**src/rtl/uart_rx_param.sv**
```systemverilog
`default_nettype none
// ============================================================================
// Module   : uart_rx_param
// Purpose  : Parametrised UART receiver. It has a two-flop input
//            synchroniser, start-bit glitch rejection, mid-bit sampling,
//            optional even/odd parity, one or two stop bits, and parity and
//            framing error flags. It produces one word per frame with a
//            single-cycle valid strobe.
// Revision : 1.0 - initial release
// ----------------------------------------------------------------------------
// Ports
//   clk        in   1          system clock, rising edge
//   rst        in   1          synchronous active-high reset
//   rx         in   1          asynchronous serial line, idle high
//   data_out   out  DATA_BITS  last received word, held until next frame
//   out_valid  out  1          one-cycle pulse when a frame completes
//   parity_err out  1          parity mismatch on the last frame
//   frame_err  out  1          a stop bit was sampled low on the last frame
//   busy       out  1          high whenever the receiver is not idle
// ============================================================================
module uart_rx_param #(
  parameter int CLKS_PER_BIT = 16,
  parameter int DATA_BITS    = 8,
  parameter int PARITY_MODE  = 0,
  parameter int STOP_BITS    = 1
) (
  input  logic                 clk,
  input  logic                 rst,
  input  logic                 rx,
  output logic [DATA_BITS-1:0] data_out,
  output logic                 out_valid,
  output logic                 parity_err,
  output logic                 frame_err,
  output logic                 busy
);

  localparam int CNT_W  = $clog2(CLKS_PER_BIT);
  localparam int BIDX_W = $clog2(DATA_BITS + 1);
  localparam int HALF   = CLKS_PER_BIT / 2;

  typedef enum logic [2:0] {
    IDLE      = 3'd0,
    START     = 3'd1,
    DATA      = 3'd2,
    PARITY    = 3'd3,
    STOP      = 3'd4,
    WAIT_HIGH = 3'd5
  } state_t;

  state_t                state_q, state_d;
  logic                  sync1_q, rx_s_q;
  logic [CNT_W-1:0]      cnt_q, cnt_d;
  logic [BIDX_W-1:0]     bit_idx_q, bit_idx_d;
  logic [DATA_BITS-1:0]  shift_q, shift_d;
  logic                  perr_lat_q, perr_lat_d;
  logic                  ferr_lat_q, ferr_lat_d;
  logic [DATA_BITS-1:0]  data_q, data_d;
  logic                  perr_q, perr_d;
  logic                  ferr_q, ferr_d;
  logic                  valid_q, valid_d;

  logic                  w_mid;
  logic                  w_exp_par;
  logic                  w_ferr;

  // Sequential state: synchroniser, FSM and all datapath registers.
  always_ff @(posedge clk) begin
    if (rst) begin
      sync1_q    <= 1'b1;
      rx_s_q     <= 1'b1;
      state_q    <= IDLE;
      cnt_q      <= '0;
      bit_idx_q  <= '0;
      shift_q    <= '0;
      perr_lat_q <= 1'b0;
      ferr_lat_q <= 1'b0;
      data_q     <= '0;
      perr_q     <= 1'b0;
      ferr_q     <= 1'b0;
      valid_q    <= 1'b0;
    end else begin
      sync1_q    <= rx;
      rx_s_q     <= sync1_q;
      state_q    <= state_d;
      cnt_q      <= cnt_d;
      bit_idx_q  <= bit_idx_d;
      shift_q    <= shift_d;
      perr_lat_q <= perr_lat_d;
      ferr_lat_q <= ferr_lat_d;
      data_q     <= data_d;
      perr_q     <= perr_d;
      ferr_q     <= ferr_d;
      valid_q    <= valid_d;
    end
  end

  // Next-state and datapath update.
  always_comb begin
    state_d    = state_q;
    cnt_d      = cnt_q;
    bit_idx_d  = bit_idx_q;
    shift_d    = shift_q;
    perr_lat_d = perr_lat_q;
    ferr_lat_d = ferr_lat_q;
    data_d     = data_q;
    perr_d     = perr_q;
    ferr_d     = ferr_q;
    valid_d    = 1'b0;
    w_mid      = (cnt_q == CNT_W'(CLKS_PER_BIT - 1));
    w_exp_par  = (PARITY_MODE == 2) ? ~(^shift_q) : (^shift_q);
    w_ferr     = ferr_lat_q | ~rx_s_q;

    case (state_q)
      IDLE: begin
        cnt_d     = '0;
        bit_idx_d = '0;
        if (!rx_s_q) begin
          state_d    = START;
          perr_lat_d = 1'b0;
          ferr_lat_d = 1'b0;
        end
      end

      // Re-check the line half a bit after the falling edge; a high level
      // there means the edge was a glitch.
      START: begin
        if (cnt_q == CNT_W'(HALF - 1)) begin
          cnt_d   = '0;
          state_d = rx_s_q ? IDLE : DATA;
        end else begin
          cnt_d = cnt_q + 1'b1;
        end
      end

      // cnt wraps at CLKS_PER_BIT-1, which lands on the middle of each bit
      // because the count started half a bit into the start bit.
      DATA: begin
        if (w_mid) begin
          cnt_d = '0;
          for (int i = 0; i < DATA_BITS; i++) begin
            if (bit_idx_q == BIDX_W'(i)) begin
              shift_d[i] = rx_s_q;
            end
          end
          if (bit_idx_q == BIDX_W'(DATA_BITS - 1)) begin
            bit_idx_d = '0;
            state_d   = (PARITY_MODE != 0) ? PARITY : STOP;
          end else begin
            bit_idx_d = bit_idx_q + 1'b1;
          end
        end else begin
          cnt_d = cnt_q + 1'b1;
        end
      end

      PARITY: begin
        if (w_mid) begin
          cnt_d      = '0;
          perr_lat_d = (rx_s_q != w_exp_par);
          state_d    = STOP;
        end else begin
          cnt_d = cnt_q + 1'b1;
        end
      end

      // bit_idx is reused here to count stop bits. Completion happens on the
      // mid-point of the last stop bit so a following start edge is not lost.
      STOP: begin
        if (w_mid) begin
          cnt_d      = '0;
          ferr_lat_d = w_ferr;
          if (bit_idx_q == BIDX_W'(STOP_BITS - 1)) begin
            bit_idx_d = '0;
            data_d    = shift_q;
            perr_d    = perr_lat_q;
            ferr_d    = w_ferr;
            valid_d   = 1'b1;
            state_d   = w_ferr ? WAIT_HIGH : IDLE;
          end else begin
            bit_idx_d = bit_idx_q + 1'b1;
          end
        end else begin
          cnt_d = cnt_q + 1'b1;
        end
      end

      // A low stop bit may be a break; wait for the line to recover before
      // looking for another start edge.
      WAIT_HIGH: begin
        cnt_d     = '0;
        bit_idx_d = '0;
        if (rx_s_q) begin
          state_d = IDLE;
        end
      end

      default: begin
        state_d   = IDLE;
        cnt_d     = '0;
        bit_idx_d = '0;
      end
    endcase
  end

  assign data_out   = data_q;
  assign out_valid  = valid_q;
  assign parity_err = perr_q;
  assign frame_err  = ferr_q;
  assign busy       = (state_q != IDLE);

endmodule
`default_nettype wire

```
**config.mk**
```make
export PLATFORM = sky130hd
export DESIGN_NAME = uart_rx_param
export DESIGN_NICKNAME = d
export VERILOG_FILES = /design/src/rtl/uart_rx_param.sv
export SDC_FILE = /design/constraint.sdc
export NUM_CORES = 1
export LEC_CHECK = 0
export ABC_AREA = 1
export CAP_MARGIN = 20
export CELL_PAD_IN_SITES_DETAIL_PLACEMENT = 1
export CELL_PAD_IN_SITES_GLOBAL_PLACEMENT = 2
export CORE_UTILIZATION = 29
export CTS_BUF_LIST = sky130_fd_sc_hd__clkbuf_16
export DETAILED_ROUTE_END_ITERATION = 12
export PLACE_DENSITY = 0.82
export SLEW_MARGIN = 20
export SYNTH_ARGS = -nofsm -noshare
export SYNTH_HDL_FRONTEND = slang
export SYNTH_SLANG_ARGS = --single-unit
```
**constraint.sdc**
```tcl
create_clock -name clk -period 1.7 [get_ports clk]
set_clock_uncertainty 0.2 [all_clocks]
set_input_delay 0.34 -clock clk [delete_from_list [all_inputs] [get_ports clk]]
set_output_delay 0.34 -clock clk [all_outputs]
set_load 0.01 [all_outputs]
```
==> impl_metrics.csv, run 1 <==
group,metric,value,unit
outcome,status,"completed",
worst_hold_path,hold_path.class,"flip-flop to flip-flop",
routing,postRouteAntennaNets,0,
final_layout,post-route-util,41.3,%
placement,hpwl,3340,um
synthesis,synth-seq-cells,34,
critical_path,crit_path_end,"data_out[5]",
clock_network,cts-root-buf,"clkbuf_16",
critical_path,critPathLaunchType,"flip-flop",
global_route,antenna_found_initial,0,
sta,fin_crit,1.66,ns
synthesis,postSynthAreaPerCell,7.27,um^2
synthesis,synth_area_leader_cell,"dfxtp_1",
placement,io_buffer_count,14,
sta,worstMarginPinSlew,0.286,ns
critical_path,worstSetupEndpointType,"output port",
floorplan,die_y,79.4,um
critical_path,worst-path-stages,1,
synthesis,synth_edf_count,0,
final_layout,n_fill_cell,700,
final_layout,area_growth,33.9,%
placement,dpl.cell_count,338,
clock_network,insertion_delay,0.27,ns
global_route,gr-usage-all-layers,14.9,%
synthesis,syn-cell-area,1740,um^2
floorplan,io_pins,15,
power_and_ir_drop,p_switching,1.15,mW
critical_path,worst-path-buf-inv,1,
sta,finalCritPeriodShare,97.8,%
clock_network,cts_hold_buf,0,
global_route,grt_remaining_overflow,0,
power_and_ir_drop,irDropWorstVdd,0.000592,V
critical_path,critPathKind,"flip-flop to output port",
clock_network,cts-buffers-inserted,5,
final_layout,fin_nets,287,
floorplan,die_w,79.4,um
synthesis,netlist.area_leader.share,39.2,%
final_layout,stdcell_count,352,
critical_path,path_delay_family,"buffers and inverters",
final_layout,mostFrequentLayoutCells,"nand2_1 (44), dfxtp_1 (27), inv_1 (25), nor2_1 (22), buf_4 (22)",
synthesis,async_flop_share,0,%
synthesis,ys_warn_count,0,
power_and_ir_drop,intPower,1.93,mW
power_and_ir_drop,p_comb_share,41.2,%
global_route,first_global_vias,1630,
routing,wl,4480,um
power_and_ir_drop,p_clk_share,28.3,%
clock_network,cts_max_path_buffers,2,
routing,drt_iter0_markers,35,
floorplan,dieArea,6310,um^2
critical_path,critPathMaxFanout,2,
critical_path,cp_slowest_cell,"clkdlybuf4s50_1",
power_and_ir_drop,power_frac_seq,30.5,%
power_and_ir_drop,pwr_density_cell,1320,nW/um^2
clock_network,cts.clk_slew.worst_paths,0.05,ns
final_layout,finalInstanceArea,2330,um^2
synthesis,synthTopCellsByArea,"dfxtp_1 (39%), nand2_1 (9.7%), inv_1 (5.8%), nor2_1 (5.6%), a21oi_1 (5.2%)",
power_and_ir_drop,finalPower,3.08,mW
critical_path,max_stage_delay,0.53,ns
floorplan,core,5640,um^2
placement,gp_congestion,0.730,
sta,rsz0062_at_grt,"true",
synthesis,synth_cells,239,
synthesis,syn_nets,247,
critical_path,critPathLaunch,"data_out[5]",
synthesis,synth_cell_types,36,
sta,hold_viol_final,0,
clock_network,cts_max_level,2,
floorplan,placementRows,27,
power_and_ir_drop,p_sw_share,37.4,%
routing,first_pass_iters,4,
global_route,grt_max_degree,16,
sta,fmax,602,MHz
placement,dpl_worst_slack,-0.0569,ns
routing,wire_per_inst,12.7,um
flow_run,cap_violations,0,
final_layout,drive_gt1_share,27.1,%
placement,placed_area,2080,um^2
routing,vias,1623,
sta,setup_violations,0,
critical_path,reg2regPathDepth,7,
worst_hold_path,whs_path_depth,1,
sta,finalSetupTns,0,ns
critical_path,cp_data_arrival_time,1.12,ns
critical_path,path_cells,"clkdlybuf4s50_1",
critical_path,r2r-start,"cnt_q[1]",
power_and_ir_drop,p_leak,1.05,nW
sta,whs,0.229,ns
floorplan,initial_core_util,30.8,%
synthesis,yosys_most_used_dff,"dfxtp_1",
final_layout,layout_commonest_cell,"nand2_1",
sta,drv_slew,0,
sta,fin_ws,0.0376,ns
final_layout,antenna_cells,0,
critical_path,regToRegEndpoint,"data_out[2]",
critical_path,cp.required,1.16,ns
global_route,grt_first_pass_wirelength,7330,um
clock_network,cts_tree,"yes",
synthesis,ys_seq_area_share,39.2,%
critical_path,reg2reg_slack,0.10,ns
clock_network,clkSinkCount,34,
routing,route.detailed.drc,0,
sta,slew_headroom,80.8,%
routing,routed_via_density,4.61,
-- registers in the layout, summed over array words and instances, names as in the netlist, 3 cells and up --
| signal | cells |
|---|---|
| shift_q | 8 |
| data_out | 8 |
| state_q | 3 |
| bit_idx_q | 4 |
| cnt_q | 4 |
-- cell usage after synthesis, drive strengths merged, types with 3 or more instances --
master  number
nand2       53
dfxtp       34
nor2        31
inv         30
o21ai       21
a21oi       20
nand3       18
ha           5
clkbuf       4
nor3         4
o211ai       3
xor2         3
-- worst register-to-register path, cell delays in order (launching register included) --
cell     delay, ns
dfxtp_2       0.35
ha_4          0.17
nand3_4       0.16
nor2_4        0.15
nand2_2       0.09
buf_4         0.17
o21ai_0       0.14
nor2_1        0.06
-- power groups by stage --
stage	logic (mW)	clock network, mW	registers, mW
2_1_floorplan	0.774	0	0.933
3_3_place_gp	1.12	0	0.936
3_5_place_dp	1.15	0	0.939
4_1_cts	1.15	0.897	0.929
5_1_grt	1.43	0.930	0.951
6_report	1.27	0.872	0.942
-- worst min path at each step --
stage / startpoint / end / slack (ns)
3_5_place_dp: sync1_q / rx_s_q / 0.21
2_1_floorplan: sync1_q / rx_s_q / 0.19
3_3_place_gp: sync1_q / rx_s_q / 0.20
4_1_cts: sync1_q / rx_s_q / 0.22
5_1_grt: sync1_q / rx_s_q / 0.24
6_report: sync1_q / rx_s_q / 0.23
-- cell type report --
class                           instances  area [um^2]  area share (%)
Clock buffer                            5          125            5.38
Multi-Input combinational cell        170          966            41.5
Timing Repair Buffer                   37          317            13.6
Inverter                               31          121            5.22
Sequential cell                        34          692            29.7
Tap cell                               72         90.1            3.87
Clock inverter                          3         16.3           0.699
-- cell families (layout without fill, tap and decap cells) --
logic type	after synthesis	in the layout	synth area share (%)
buffers and inverters	36	76	8.35
AO/OA/AOI/OAI	49	49	16.6
AND/OR/NAND/NOR	111	112	30.3
adder cells (fa/ha/maj)	5	5	3.60
XOR/XNOR	4	4	2.02
flip-flops	34	34	39.2
-- timing repair --
action / in CTS / in global routing
resized for setup: 8 / 26
setup buffers: 0 / 5
setup endpoints to repair: 17 / 23
cloned: 0 / 1
pin swaps: 2 / 9
-- per-layer routing --
metal / track usage (%) / routed length (um)
met1: 17.7 / 2060
met2: 26.3 / 2270
met3: 3.43 / 126
met4: 4.91 / 33
met5: 0 / 0
(Power assumes the default switching activity.)
==> run 2: changes to the inputs <==
- CORE_MARGIN: not set -> 2
==> run 2 against run 1 <==
  * Setup slack worse by 0.0077 ns
  * Routed wire length is 1.4% lower
  * Largest cell class unchanged
  * Critical endpoint is now data_out[1]
  * Via count is 1.3% higher
  * First-iteration DRC count is 29% lower
  * Core utilization is 0.94 points lower
==> impl_metrics.csv, run 2 (same netlist as run 1, synthesis figures left out) <==
group,metric,value,unit
worst_hold_path,hold_path.class,"flip-flop to flip-flop",
critical_path,r2r-start,"cnt_q[0]",
final_layout,mostFrequentLayoutCells,"nand2_1 (43), dfxtp_1 (27), inv_1 (23), nor2_1 (20)",
global_route,grt_remaining_overflow,0,
placement,dpl.cell_count,342,
critical_path,worst-path-buf-inv,1,
routing,route.detailed.drc,0,
critical_path,cp_slowest_cell,"clkdlybuf4s50_1",
placement,gp_congestion,0.778,
sta,finalCritPeriodShare,98.2,%
power_and_ir_drop,p_leak,1.10,nW
placement,io_buffer_count,14,
floorplan,die_y,81.4,um
critical_path,critPathLaunchType,"flip-flop",
critical_path,worst-path-stages,1,
clock_network,cts_max_level,2,
flow_run,cap_violations,0,
critical_path,critPathMaxFanout,2,
clock_network,cts.clk_slew.worst_paths,0.05,ns
power_and_ir_drop,pwr_density_cell,1290,nW/um^2
clock_network,cts_tree,"yes",
routing,postRouteAntennaNets,0,
global_route,grt_first_pass_wirelength,7560,um
floorplan,io_pins,15,
routing,top_layer,"met4",
power_and_ir_drop,p_clk_share,28.1,%
routing,routed_via_density,4.68,
sta,drv_slew,0,
sta,worstMarginPinSlew,0.281,ns
final_layout,stdcell_count,351,
critical_path,critPathLaunch,"data_out[1]",
clock_network,clkSinkCount,34,
global_route,grt_max_degree,16,
power_and_ir_drop,intPower,1.89,mW
final_layout,drive_gt1_share,28.3,%
sta,slew_headroom,81.1,%
outcome,status,"completed",
critical_path,critPathKind,"flip-flop to output port",
clock_network,cts-buffers-inserted,5,
global_route,antenna_found_initial,0,
power_and_ir_drop,irDropWorstVdd,0.000709,V
final_layout,n_fill_cell,713,
routing,drt_iter0_markers,25,
critical_path,reg2reg_slack,0.07,ns
floorplan,core,5850,um^2
critical_path,path_cells,"clkdlybuf4s50_1",
critical_path,path_delay_family,"buffers and inverters",
floorplan,initial_core_util,29.7,%
clock_network,insertion_delay,0.27,ns
final_layout,layout_commonest_cell,"nand2_1",
routing,vias,1644,
sta,finalSetupTns,0,ns
floorplan,dieArea,6630,um^2
clock_network,cts_max_path_buffers,2,
critical_path,max_stage_delay,0.53,ns
sta,fmax,599,MHz
routing,wl_met1,2090,um
sta,rsz0062_at_grt,"true",
placement,hpwl,3360,um
clock_network,cts_hold_buf,0,
power_and_ir_drop,p_comb_share,40.8,%
sta,fin_crit,1.67,ns
power_and_ir_drop,p_sw_share,38.1,%
final_layout,fin_nets,284,
power_and_ir_drop,p_switching,1.16,mW
global_route,gr-usage-all-layers,14.7,%
routing,wl,4420,um
routing,first_pass_iters,4,
power_and_ir_drop,power_frac_seq,31.2,%
clock_network,cts-root-buf,"clkbuf_16",
final_layout,area_growth,35.7,%
routing,wl_met3,135,um
floorplan,placementRows,28,
critical_path,worstSetupEndpointType,"output port",
routing,wire_per_inst,12.6,um
floorplan,die_w,81.4,um
global_route,first_global_vias,1606,
final_layout,antenna_cells,0,
critical_path,cp_data_arrival_time,1.13,ns
sta,hold_viol_final,0,
critical_path,regToRegEndpoint,"state_q[2]",
critical_path,reg2regPathDepth,8,
sta,setup_violations,0,
critical_path,crit_path_end,"data_out[1]",
critical_path,cp.required,1.16,ns
routing,routed-wl-met2,2180,um
run 2: repair_timing:
item	4_1_cts	5_1_grt
buffers inserted	0	1
setup endpoints to repair	20	29
resized for setup	11	37
pin swaps	0	6
gates cloned	0	1
run 2: worst min-delay path by stage:
| stage | from | end | slack, ns | cells after the start |
|---|---|---|---|---|
| after global placement | sync1_q | rx_s_q | 0.19 | 1 |
| after global routing | sync1_q | rx_s_q | 0.24 | 1 |
| final | sync1_q | rx_s_q | 0.21 | 1 |
| after CTS | sync1_q | rx_s_q | 0.21 | 1 |
| after detailed placement | sync1_q | rx_s_q | 0.20 | 1 |
| after floorplan | sync1_q | rx_s_q | 0.19 | 1 |
run 2: layer usage:
layer | GRT usage, % | vias to the layer above
li1 | - | 858
met1 | 18.8 | 764
met2 | 25.3 | 17
met3 | 3.63 | 5
met4 | 2.54 | 0
met5 | 0 | -
run 2: cell type report:
type / count / area [um^2] / area share, %
Sequential cell: 34 / 692 / 29.3
Inverter: 31 / 121 / 5.15
Clock inverter: 2 / 10.0 / 0.424
Multi-Input combinational cell: 170 / 1000 / 42.5
Timing Repair Buffer: 34 / 314 / 13.3
Tap cell: 75 / 93.8 / 3.98
Clock buffer: 5 / 125 / 5.31
run 2: per-stage QoR:
stage | instance area [um^2] | total power [mW] | utilization (%) | setup slack, ns | hold slack, ns
after global routing | 2360 | 3.29 | 40.3 | -0.00785 | 0.241
after floorplan | 1740 | 1.71 | - | 0.0906 | 0.189
after global placement | 2100 | 2.06 | 35.9 | -0.00901 | 0.194
final | 2360 | 3.05 | 40.3 | 0.0299 | 0.206
after detailed placement | 2100 | 2.08 | 35.9 | -0.0329 | 0.197
after CTS | 2250 | 2.95 | 38.5 | -0.0175 | 0.210
run 2: power by group through the flow:
| stage | combinational [mW] | clock (mW) | sequential, mW |
|---|---|---|---|
| detailed placement | 1.14 | 0 | 0.940 |
| floorplan | 0.774 | 0 | 0.933 |
| CTS | 1.14 | 0.880 | 0.934 |
| global route | 1.40 | 0.924 | 0.959 |
| global placement | 1.13 | 0 | 0.934 |
| finish | 1.24 | 0.857 | 0.952 |
run 2: worst register-to-register path, stage by stage, from the launching register on:
cell     delay [ns]
dfxtp_2        0.36
ha_4           0.17
nand3_4        0.18
a21oi_4        0.25
nand2_2        0.08
nor2_4         0.12
nand2_1        0.07
nand2_1        0.05
nor2_1         0.03
